<file path="src/rtl/axis_byte_serializer.sv">
// Byte serializer: splits keep-masked beats into one byte per cycle, lane 0 first.
// Optional one-beat holding register for bubble-free streaming: define AXIS_SER_PREFETCH_EN.
module axis_byte_serializer #(
    parameter int DATA_W = 64,
    parameter int KEEP_W = DATA_W / 8,
    parameter int LEN_W  = 16
) (
    input  logic              clk,
    input  logic              rst_n,
    input  logic [DATA_W-1:0] s_data,
    input  logic [KEEP_W-1:0] s_keep,
    input  logic              s_last,
    input  logic              s_valid,
    output logic              s_ready,
    output logic [7:0]        m_byte,
    output logic              m_last,
    output logic              m_valid,
    input  logic              m_ready,
    output logic [LEN_W-1:0]  pkt_len,
    output logic              pkt_done,
    output logic              err_null_last
);

    typedef enum logic {IDLE, DRAIN} state_t;

    state_t              state, state_nxt;
    logic [DATA_W-1:0]   data_r;
    logic [KEEP_W-1:0]   mask_r;
    logic                last_r;
    logic [LEN_W-1:0]    cnt;
    logic                accept, xfer, single;
    logic                ld_valid, ld_main, load;
    logic [DATA_W-1:0]   ld_data;
    logic [KEEP_W-1:0]   ld_keep;
    logic                ld_last;
    logic [7:0]          lane_byte;

    function automatic logic [LEN_W-1:0] sat_inc(input logic [LEN_W-1:0] v);
        return (&v) ? v : v + LEN_W'(1);
    endfunction

    assign accept = s_valid && s_ready;
    assign xfer   = (state == DRAIN) && m_ready;
    // exactly one lane left: this transfer empties the mask
    assign single = (mask_r != '0) && ((mask_r & (mask_r - KEEP_W'(1))) == '0);

`ifdef AXIS_SER_PREFETCH_EN
    logic [DATA_W-1:0] pf_data;
    logic [KEEP_W-1:0] pf_keep;
    logic              pf_last;
    logic              pf_full;

    assign s_ready  = !pf_full && rst_n;
    assign ld_valid = pf_full || accept;
    assign ld_data  = pf_full ? pf_data : s_data;
    assign ld_keep  = pf_full ? pf_keep : s_keep;
    assign ld_last  = pf_full ? pf_last : s_last;
    // a new beat may replace the mask on the edge its final byte leaves
    assign ld_main  = (state == IDLE) || (xfer && single);
`else
    assign s_ready  = (state == IDLE) && rst_n;
    assign ld_valid = accept;
    assign ld_data  = s_data;
    assign ld_keep  = s_keep;
    assign ld_last  = s_last;
    assign ld_main  = (state == IDLE);
`endif

    assign load = ld_valid && ld_main;

    always_comb begin
        lane_byte = '0;
        for (int i = KEEP_W - 1; i >= 0; i--) begin
            if (mask_r[i]) lane_byte = data_r[i*8 +: 8];
        end
    end

    always_ff @(posedge clk or negedge rst_n) begin
        if (!rst_n) state <= IDLE;
        else        state <= state_nxt;
    end

    always_comb begin
        state_nxt = state;
        m_valid   = 1'b0;
        m_last    = 1'b0;
        m_byte    = '0;
        case (state)
            IDLE: begin
                if (load && ld_keep != '0) state_nxt = DRAIN;
            end
            DRAIN: begin
                m_valid = 1'b1;
                m_byte  = lane_byte;
                m_last  = last_r && single;
                if (xfer && single) state_nxt = (load && ld_keep != '0) ? DRAIN : IDLE;
            end
            default: state_nxt = IDLE;
        endcase
    end

    always_ff @(posedge clk or negedge rst_n) begin
        if (!rst_n) begin
            mask_r        <= '0;
            last_r        <= 1'b0;
            cnt           <= '0;
            pkt_len       <= '0;
            pkt_done      <= 1'b0;
            err_null_last <= 1'b0;
`ifdef AXIS_SER_PREFETCH_EN
            pf_full       <= 1'b0;
`endif
        end else begin
            pkt_done      <= 1'b0;
            err_null_last <= 1'b0;
            if (xfer) begin
                mask_r <= mask_r & (mask_r - KEEP_W'(1));
                if (m_last) begin
                    pkt_len  <= sat_inc(cnt);
                    pkt_done <= 1'b1;
                    cnt      <= '0;
                end else begin
                    cnt <= sat_inc(cnt);
                end
            end
            if (load) begin
                mask_r <= ld_keep;
                last_r <= ld_last;
                // a null beat closing a packet aborts whatever was counted so far
                if (ld_keep == '0 && ld_last) begin
                    err_null_last <= 1'b1;
                    cnt           <= '0;
                end
            end
`ifdef AXIS_SER_PREFETCH_EN
            if (load && pf_full)         pf_full <= 1'b0;
            else if (accept && !ld_main) pf_full <= 1'b1;
`endif
        end
    end

    always_ff @(posedge clk) begin
        if (load) data_r <= ld_data;
`ifdef AXIS_SER_PREFETCH_EN
        if (accept && !ld_main) begin
            pf_data <= s_data;
            pf_keep <= s_keep;
            pf_last <= s_last;
        end
`endif
    end

endmodule
</file>
<file path="config.mk">
export PLATFORM = sky130hd
export DESIGN_NAME = axis_byte_serializer
export DESIGN_NICKNAME = d
export VERILOG_FILES = /design/src/rtl/axis_byte_serializer.sv
export SDC_FILE = /design/constraint.sdc
export NUM_CORES = 1
export LEC_CHECK = 0
export CORE_ASPECT_RATIO = 1.4
export CORE_MARGIN = 3
export CORE_UTILIZATION = 50
export CTS_CLUSTER_DIAMETER = 80
export DETAILED_ROUTE_END_ITERATION = 12
export PLACE_DENSITY = 0.91
export SETUP_SLACK_MARGIN = 0.4
export SLEW_MARGIN = 20
export SYNTH_ARGS = -nofsm -noshare
export SYNTH_HDL_FRONTEND = slang
export SYNTH_SLANG_ARGS = --single-unit
</file>
<file path="constraint.sdc">
create_clock -name clk -period 8.15 [get_ports clk]
set_input_delay 0.815 -clock clk [delete_from_list [all_inputs] [get_ports clk]]
set_output_delay 0.815 -clock clk [all_outputs]
set_load 0.005 [all_outputs]
</file>
==> flow_summary_export.csv <==
group,metric,value,unit
status,outcome,"completed",
clocking,cts_setup_buffers,0,
global_route,grt_max_degree,79,
synth,netlist_area,4870,um^2
sta,hold_violations,0,
sta,worst_pin_slew,0.911,ns
synth,synth_largest_area_cell,"edfxtp_1",
worst_setup_path,regToRegEndpoint,"pkt_len[10]",
floorplanning,core,9460,um^2
placement,port-buffer-count,105,
global_route,grt_util_all_layers,0.245,
clocking,root_buffer,"clkbuf_16",
clocking,cts.htree.levels,3,
sta,period_share,0.479,
detailed_routing,drc,0,
sta,slew_viol_final,0,
synth,ys_seq_area_frac,0.620,
synth,synthTopCellsByArea,"edfxtp_1 39%, dfrtp_1 23%, a221oi_1 2.3%, nand2_1 2.2%, a21oi_1 2.2%",
synth,syn_nets,486,
clocking,cts_hold_buf,0,
hold_path,holdPathStages,1,
worst_setup_path,startpoint,"mask_r[6]",
clocking,clk_path_buf_depth,2,
worst_setup_path,required,7.34,ns
floorplanning,initial_core_util,0.515,
cells_and_area,n_antenna_cell,0,
clocking,clk_pin_slew_worst_paths,0.07,ns
synth,synth_cells,408,
synth,avgSynthCellArea,11.9,um^2
global_route,first_global_vias,3813,
clocking,cts-resized-gates,0,
pwr,p_per_area,311,nW/um^2
detailed_routing,ant_nets,0,
worst_setup_path,reg2reg_depth,4,
detailed_routing,vias_per_cell,6.25,
worst_setup_path,arrival,3.09,ns
pwr,power,1950,uW
placement,dpl.hpwl,8880,um
placement,post_dp_cell_area,5960,um^2
sta,fin_setup_tns,0,ns
placement,gp_congestion,0.922,
synth,synth_edf_count,64,
clocking,clkSinkCount,108,
worst_setup_path,cp_max_fo,15,
sta,finClkSkew,0.00508,ns
detailed_routing,drtIter0Drc,278,
clocking,insertion_delay,0.36,ns
synth,async_flop_share,0.407,
global_route,antenna_found_initial,0,
sta,setup_viol,0,
cells_and_area,final_core_util,0.662,
sta,slew_headroom,0.393,
synth,ys_seq_elements,108,
sta,hold_slack,0.477,ns
detailed_routing,wl_per_cell,20.5,um
synth,synth_top_area_share,0.394,
detailed_routing,vias,3852,
synth,synthFlopType,"edfxtp_1",
worst_setup_path,start_kind,"flip-flop",
global_route,grt_pass1_wl,19900,um
synth,synth.distinct_cells,56,
worst_setup_path,r2r_slack,5.32,ns
worst_setup_path,critPathCaptureType,"output port",
floorplanning,die_y,123,um
sta,min_period,3.90,ns
sta,fmax,256,MHz
clocking,cts_tree,"yes",
worst_setup_path,crit_type,"flip-flop to output port",
detailed_routing,firstDrtPassIters,5,
hold_path,min_to,"pkt_len[2]",
floorplanning,dieArea,11000,um^2
synth,ys_warn_count,0,
floorplanning,row_count,42,
cells_and_area,drive_above_1_share,0.0672,
clocking,cts_made_buffers,9,
cells_and_area,final_area,6260,um^2
floorplanning,die_w,89.4,um
cells_and_area,area_growth,28.5,%
cells_and_area,final_nets,579,
job,cap_violations,0,
global_route,gr-total-overflow,0,
hold_path,hold_class,"flip-flop to flip-flop",
worst_setup_path,r2r_start,"mask_r[3]",
sta,rsz0062_at_grt,"no",
pwr,ir_worst_vdd,0.000239,V
pwr,p_leak,0.00233,uW
cells_and_area,nFillCells,690,
hold_path,hold_start,"pkt_len[2]",
floorplanning,ios,106,
detailed_routing,wl,12600,um
[layout by cell type (no fill, tap or decap), types with 3 or more instances in the layout]
cell / n
o31ai_1: 6
inv_1: 16
a211oi_1: 5
xnor2_1: 10
nand4_1: 6
nor2b_1: 6
a31oi_1: 3
mux2_1: 5
dfrtp_1: 44
mux2i_1: 3
edfxtp_1: 64
xor2_1: 7
nor4_1: 10
o21ai_0: 20
mux2_2: 6
clkdlybuf4s50_1: 104
or4_1: 4
clkbuf_16: 9
o22ai_1: 6
a221oi_1: 13
nand3_1: 14
nor3_1: 14
a22o_1: 8
nor2_1: 22
nand2_1: 29
nand2b_1: 4
a21o_1: 3
buf_4: 3
a21oi_1: 21
[worst max-delay path, cell delays in order, from the launching register on]
cell and delay (ns):
dfrtp_1 0.55, nor2b_1 0.52, a221o_1 0.25, a221oi_1 0.13
o311ai_0 0.51, o2111a_1 0.27, clkdlybuf4s50_1 0.50
[cells in the mapped netlist, types with 2 or more instances]
cell type / number
inv_1: 16
o21ai_0: 20
and2_1: 3
nand2b_1: 4
nand2_1: 29
nor2b_1: 6
mux2_1: 5
a22o_1: 8
nor4_1: 10
o311ai_0: 2
dfrtp_1: 44
nor2_1: 22
mux2_2: 6
buf_2: 6
o31ai_1: 6
edfxtp_1: 64
a21o_1: 3
a21oi_1: 21
o22ai_1: 6
clkbuf_1: 18
a221o_1: 2
o2111a_1: 2
nor4b_1: 2
a221oi_1: 13
nor3_1: 14
xnor2_1: 10
xor2_1: 7
nand3_1: 14
mux2i_1: 3
a31oi_1: 3
a211oi_1: 5
or4_1: 4
nand4_1: 6
nand3b_1: 2
[flip-flops by register name, indices dropped and copies added, names as in the netlist]
signal and cells:
pkt_len 16, err_null_last 1, data_r 64, state 1
last_r 1, pkt_done 1, cnt 16, mask_r 8
[layout make-up]
cell class | count | area (um^2) | share of cell area
clock buffer | 10 | 229 | 0.0365
timing repair buffer | 108 | 1070 | 0.171
inverter | 18 | 70.1 | 0.0112
tap | 110 | 138 | 0.0220
clock inverter | 6 | 71.3 | 0.0114
sequential | 108 | 3020 | 0.483
multi-input combinational | 256 | 1670 | 0.266
[cells by family (layout without fill, tap and decap cells)]
kind of cell / Yosys count / in the layout / share of synthesized area
and+or+nand+nor: 124 / 124 / 0.132
DFF: 108 / 108 / 0.620
AOI/OAI and AO/OA: 100 / 100 / 0.145
buffers and inverters: 44 / 142 / 0.0383
xor gates and xnor gates: 17 / 17 / 0.0306
muxes: 14 / 14 / 0.0316
adders and majority gates: 1 / 1 / 0.00257
[per-layer routing]
metal  GRT usage  vias up  part of all wire
met5           0        -                 0
met4       0.110        0             0.043
met3      0.0732       35             0.079
met1       0.289     1867              0.36
met2       0.405      217              0.52
li1            -     1733                 -
[report_power, final]
part | internal [uW] | switching [uW] | total, uW | leakage [uW]
registers | 682 | 138 | 820 | 0.00115
logic | 336 | 347 | 683 | 0.00104
clock network | 242 | 202 | 444 | 0.000142
total | 1260 | 687 | 1950 | 0.00233
[how the worst max path moves through the flow]
stage / slack, ns / endpoint / depth (start not counted)
3_5_place_dp: 4.73 / cnt[1] / 8
4_1_cts: 4.26 / m_byte[3] / 6
6_report: 4.25 / m_byte[7] / 6
5_1_grt: 4.11 / m_byte[3] / 6
2_1_floorplan: 4.45 / data_r[0] / 4
3_3_place_gp: 4.86 / cnt[1] / 8
[per-stage QoR]
stage | std cells | setup WS (ns)
after floorplan | 408 | 4.45
after global placement | 600 | 4.86
after detailed placement | 600 | 4.73
after CTS | 616 | 4.26
after global routing | 616 | 4.11
final | 616 | 4.25
Note: power is estimated with default switching activity, not from simulation.
